<file path="config.mk">
export PLATFORM = sky130hd
export DESIGN_NAME = sha2_round_core
export DESIGN_NICKNAME = d
export VERILOG_FILES = /design/src/rtl/sha2_round_core.sv
export SDC_FILE = /design/constraint.sdc
export NUM_CORES = 2
export LEC_CHECK = 0
export ABC_AREA = 1
export BUFFER_PORTS_ARGS = -buffer_cell sky130_fd_sc_hd__buf_2
export CORE_ASPECT_RATIO = 1.25
export CORE_UTILIZATION = 40
export CTS_BUF_LIST = sky130_fd_sc_hd__clkbuf_4
export DETAILED_ROUTE_END_ITERATION = 10
export GPL_ROUTABILITY_DRIVEN = 1
export GPL_TIMING_DRIVEN = 0
export PLACE_DENSITY = 0.65
export SYNTH_ARGS = -nofsm -noshare
export SYNTH_HDL_FRONTEND = slang
export SYNTH_SLANG_ARGS = --single-unit
</file>
<file path="constraint.sdc">
create_clock -name clk -period 6.5 [get_ports clk]
set_input_delay 1.3 -clock clk [delete_from_list [all_inputs] [get_ports clk]]
set_output_delay 1.3 -clock clk [all_outputs]
set_load 0.05 [all_outputs]
</file>
<file path="src/rtl/sha2_round_core.sv">
// sha2_round_core -- iterative SHA-256 / SHA-512 compression round engine.
//
// One round is applied per clock while in RUN. The round constant and the
// schedule word for the current round are supplied by the caller on kt_i and
// wt_i in the same cycle that round_o shows that round index.
//
// Configuration macro: SHA2_FEEDFWD_EN
//   defined   : digest_o = captured hash_i + final a..h (word-wise, mod 2^WORD_W)
//   undefined : digest_o = raw final a..h; no feed-forward register exists
//
// Ports
//   clk       in   clock, all state changes on the rising edge
//   rst       in   synchronous active-high reset
//   start_i   in   request to compress one block
//   hash_i    in   8*WORD_W chaining value H0..H7, H0 in the MSBs
//   kt_i      in   WORD_W round constant for round round_o
//   wt_i      in   WORD_W schedule word for round round_o
//   round_o   out  7-bit round index, 0 outside RUN
//   ready_o   out  high only while idle
//   done_o    out  one-cycle pulse in the cycle digest_o takes a new value
//   digest_o  out  8*WORD_W result of the last completed block, H0 in the MSBs
//   state_o   out  FSM state for observation (IDLE=0, RUN=1, FIN=2)
//
// Handshake: start_i/ready_o form a valid/ready pair; a block is accepted at
// a rising edge where both are high. start_i while ready_o is low is dropped,
// never queued, and has no effect on a block in progress.
module sha2_round_core #(
  parameter int WORD_W = 32
) (
  input  logic                  clk,
  input  logic                  rst,
  input  logic                  start_i,
  input  logic [8*WORD_W-1:0]   hash_i,
  input  logic [WORD_W-1:0]     kt_i,
  input  logic [WORD_W-1:0]     wt_i,
  output logic [6:0]            round_o,
  output logic                  ready_o,
  output logic                  done_o,
  output logic [8*WORD_W-1:0]   digest_o,
  output logic [1:0]            state_o
);

  localparam int ROUNDS = (WORD_W == 64) ? 80 : 64;
  localparam logic [6:0] LAST_ROUND = 7'(ROUNDS - 1);

  // Big-sigma rotation amounts for the two supported word widths.
  localparam int S0_A = (WORD_W == 64) ? 28 : 2;
  localparam int S0_B = (WORD_W == 64) ? 34 : 13;
  localparam int S0_C = (WORD_W == 64) ? 39 : 22;
  localparam int S1_A = (WORD_W == 64) ? 14 : 6;
  localparam int S1_B = (WORD_W == 64) ? 18 : 11;
  localparam int S1_C = (WORD_W == 64) ? 41 : 25;

  if (!(WORD_W == 32 || WORD_W == 64)) begin : g_bad_word_w
    $error("sha2_round_core: WORD_W must be 32 or 64");
  end

  typedef enum logic [1:0] {
    IDLE = 2'd0,
    RUN  = 2'd1,
    FIN  = 2'd2
  } state_t;

  state_t state_q, state_d;

  logic [6:0]          round_q;
  logic [WORD_W-1:0]   a, b, c, d, e, f, g, h;
  logic [8*WORD_W-1:0] digest_q;
  logic [WORD_W-1:0]   t1, t2;
  logic [8*WORD_W-1:0] round_next;
  logic [8*WORD_W-1:0] digest_next;

`ifdef SHA2_FEEDFWD_EN
  logic [8*WORD_W-1:0] ff_q;
`endif

  function automatic logic [WORD_W-1:0] rotr(input logic [WORD_W-1:0] x, input int n);
    return (x >> n) | (x << (WORD_W - n));
  endfunction

  // One compression round on the current working variables.
  always_comb begin
    t1 = h
       + (rotr(e, S1_A) ^ rotr(e, S1_B) ^ rotr(e, S1_C))
       + ((e & f) ^ (~e & g))
       + kt_i
       + wt_i;
    t2 = (rotr(a, S0_A) ^ rotr(a, S0_B) ^ rotr(a, S0_C))
       + ((a & b) ^ (a & c) ^ (b & c));
    round_next = {t1 + t2, a, b, c, d + t1, e, f, g};
  end

  // The digest is captured at the edge that retires the last round, so it is
  // already visible during FIN, the same cycle done_o is high.
  always_comb begin
    digest_next = round_next;
`ifdef SHA2_FEEDFWD_EN
    for (int i = 0; i < 8; i++) begin
      digest_next[i*WORD_W +: WORD_W] = round_next[i*WORD_W +: WORD_W] + ff_q[i*WORD_W +: WORD_W];
    end
`endif
  end

  always_comb begin
    state_d = state_q;
    case (state_q)
      IDLE:    if (start_i) state_d = RUN;
      RUN:     if (round_q == LAST_ROUND) state_d = FIN;
      FIN:     state_d = IDLE;
      default: state_d = IDLE;
    endcase
  end

  always_ff @(posedge clk) begin
    if (rst) begin
      state_q  <= IDLE;
      round_q  <= '0;
      {a, b, c, d, e, f, g, h} <= '0;
      digest_q <= '0;
`ifdef SHA2_FEEDFWD_EN
      ff_q     <= '0;
`endif
    end else begin
      state_q <= state_d;
      case (state_q)
        IDLE: begin
          if (start_i) begin
            {a, b, c, d, e, f, g, h} <= hash_i;
            round_q <= '0;
`ifdef SHA2_FEEDFWD_EN
            ff_q    <= hash_i;
`endif
          end
        end
        RUN: begin
          {a, b, c, d, e, f, g, h} <= round_next;
          // Counter returns to 0 on the last round instead of wrapping past it.
          if (round_q == LAST_ROUND) begin
            round_q  <= '0;
            digest_q <= digest_next;
          end else begin
            round_q  <= round_q + 7'd1;
          end
        end
        default: ;
      endcase
    end
  end

  assign round_o  = round_q;
  assign ready_o  = (state_q == IDLE);
  assign done_o   = (state_q == FIN);
  assign digest_o = digest_q;
  assign state_o  = state_q;

endmodule

</file>
==> flow_metrics.tcl <==
set metrics [dict create \
    outcome "complete, no violations" \
    insertion_delay_ns 1.07 \
    ys_dominant_reg_cell "sky130_fd_sc_hd__dfxtp_1" \
    finalClockSkew_ns 0.0897 \
    period_share 0.986 \
    synthesized_area_per_cell_um2 7.38 \
    timing.critical_path.from_type "input pin" \
    timing_worst_setup_path_type "input pin to flip-flop" \
    max_freq_mhz 156 \
    worst_hold_path_type "flip-flop to flip-flop" \
    cp_data_arrival_time_ns 7.29 \
    number_of_violations_reported_at_the_end_of_detailed_routing_iteration_0 3041 \
    drt_drc_violations_left 0 \
    regToRegStartpoint "h[1]" \
    io-pin-count 590 \
    detailroute.via_count 34164 \
    synth_largest_area_cell "sky130_fd_sc_hd__dfxtp_1" \
    crit_required_ns 7.38 \
    tritoncts "done" \
    port-buffer-count 588 \
    grt_start_max_net_pins 17 \
    min_from "digest_o[31]" \
    globalRoute.totalOverflow 0 \
    timing_hold_violations_final 0 \
    yosys.cell_types.count 57 \
    row_count 113 \
    cts-hold-fix-buffers 0 \
    max_slew_margin 0.0337 \
    dieHeight_um 312 \
    hold_depth 2 \
    r2r-end "a[12]" \
    vias_in_the_first_global_route 33234 \
    syn-instance-count 4172 \
    largest_driver_fanout_on_the_critical_path 4 \
    endpoint_class_of_the_critical_path "flip-flop" \
    worst-slew-pin-transition_ns 1.45 \
    postSynthNetCount 4714 \
    worst_setup_hold_path_clk_slew_ns 0.07 \
    detail_route.vias_per_cell 5.72 \
    die_w_um 250 \
    number_of_antenna_violations_at_the_first_check_in_global_routing 14 \
    synth_top_cell_area_share 0.339 \
    worstHoldEndpoint "digest_o[31]" \
    final.min_clock_period_ns 6.41 \
    yosys_register_bits 521 \
    ys_top_cells_by_count "636 x sky130_fd_sc_hd__inv_1, 529 x sky130_fd_sc_hd__o21ai_0, 521 x sky130_fd_sc_hd__dfxtp_1" \
    syn-cell-area_um2 30800 \
    initial_utilization 0.405 \
    grt_setup_unrepaired "yes" \
    layout-area-overhead-vs-synth_pct 21.9 \
    yosys-top-cells-area "sky130_fd_sc_hd__dfxtp_1 34%, sky130_fd_sc_hd__o21ai_0 8.6%, sky130_fd_sc_hd__fa_1 8.1%, sky130_fd_sc_hd__a21oi_1 7.9%, sky130_fd_sc_hd__inv_1 7.7%" \
    ys_async_sr_fraction 0 \
    tns_ns 0 \
    post_synth_edffs 0 \
    global_route_wire_length_before_repair_um 226000 \
    coreArea_um2 76100 \
    final_max_slew_viol_count 0 \
    detailedRoute.firstPassIterationCount 6 \
    ff2ff_setup_slack_ns 0.18 \
    die_area_um2 78100 \
    clockBufferDepth 3 \
    cp_num_buf_inv 5 \
    post_detailed_route_wirelength_per_cell_um 27.1 \
    cts_root_buffer "sky130_fd_sc_hd__clkbuf_4" \
    maxcap_viol_count 0 \
    worst_path_dominant_cell_family "adder cells" \
    synth_seq_area_share 0.339 \
    worst-r2r-cell-count 25 \
    hold_slack_ns 0.468 \
    critPathMaxStageDelay_ns 0.60 \
    layout.nets 5436 \
    totalWireLength_um 162000 \
    grtUsageTotal 0.404 \
    finalSetupViolCount 0 \
    yosys.cell_count.top_type "sky130_fd_sc_hd__inv_1" \
    numCtsBuffers 142 \
    final_antenna_net_count 0 \
    slowest_stage_cell_cp "sky130_fd_sc_hd__fa_2" \
    h_tree_depth 4 \
    drive_gt1_frac 0.210 \
    globalplace.congestion 1.08 \
    sinks_on_clock_net 521 \
    synth_warnings 0 \
    post-dp-hpwl_um 131000 \
]
[layout by cell type (no fill, tap or decap), drive strengths merged, types with 30 or more instances in the layout]
master  count
nand2     488
nand3     124
inv       649
o21ai     553
nor2      271
buf       678
xnor2      87
ha         94
o211ai     46
dfxtp     521
o22ai     164
xor2       96
o21bai     30
a21oi     488
clkbuf    383
fa        125
[cells by family (layout without fill, tap and decap cells)]
family / Yosys count / count (layout) / synth area share
AOI/OAI and AO/OA: 1375 / 1375 / 0.248
xor gates and xnor gates: 183 / 183 / 0.0520
adders and majority gates: 219 / 219 / 0.119
buffers and inverters: 934 / 1746 / 0.117
DFF: 521 / 521 / 0.339
other: 0 / 12 / 0
and+or+nand+nor: 940 / 940 / 0.125
[registers in the layout, summed over array words and instances, names as in the netlist]
| name | count |
|---|---|
| b | 32 |
| c | 32 |
| a | 32 |
| d | 32 |
| e | 32 |
| h | 32 |
| round_o | 7 |
| state_o | 2 |
| f | 32 |
| digest_o | 256 |
| g | 32 |
[worst max-delay path by stage]
stage                   from       endpoint  slack (ns)  cells past startpoint
floorplan            kt_i[1]          a[30]        0.02                     33
finish               kt_i[1]          a[12]        0.09                     26
CTS                     e[8]  digest_o[247]       0.005                     30
detailed placement   kt_i[1]          a[14]       -2.15                     28
global route        kt_i[15]          a[31]       -0.06                     32
global placement     kt_i[1]          a[14]       -2.12                     28
[worst reg2reg max path, delay by kind of cell, from the launching register on]
| family | cells | cell delay, ns |
|---|---|---|
| adder cells (fa/ha/maj) | 7 | 2.97 |
| flip-flops | 1 | 0.33 |
| buffers and inverters | 4 | 0.28 |
| AO/OA/AOI/OAI | 6 | 1.07 |
| AND/OR/NAND/NOR | 6 | 0.59 |
| XOR/XNOR | 2 | 0.93 |
[routing by layer]
metal | share of wire | up-vias | wire length [um] | track usage
met1 | 0.34 | 16124 | 55400 | 0.427
met5 | 0.00022 | - | 35 | 0
met4 | 0.10 | 6 | 16400 | 0.346
met3 | 0.087 | 636 | 14100 | 0.0939
li1 | - | 15264 | - | -
met2 | 0.47 | 2134 | 76100 | 0.680
[through the flow]
step / utilization / area [um^2] / setup WS (ns) / cells
3_5_place_dp: 0.460 / 35000 / -2.15 / 5737
4_1_cts: 0.486 / 36900 / 0.00497 / 5951
2_1_floorplan: - / 30800 / 0.0164 / 4172
6_report: 0.494 / 37500 / 0.0882 / 5973
3_3_place_gp: 0.460 / 35000 / -2.12 / 5737
5_1_grt: 0.494 / 37500 / -0.0617 / 5972
[area by class of cell]
cell class              instances  area, um^2
fillers                      7921       38500
multi-input cells            2717       17400
flip-flops and latches        521       10500
repair buffers                604        3060
inverters                     647        2430
clock buffers                 196        1470
well taps                     977        1220
plain buffers                 261        1070
clock inverters                38         310
diodes                         12        30.0
[repair_timing]
item                                    in CTS  in global routing
gates resized for setup                     75                104
endpoints found under the setup margin      76                 50
endpoints found under the hold margin        0                  0
pin swaps                                    8                 15
buffers inserted                             6                 10
Power is not shown: default switching activity piles up to over one toggle a cycle in this logic, so the estimate is an artifact.
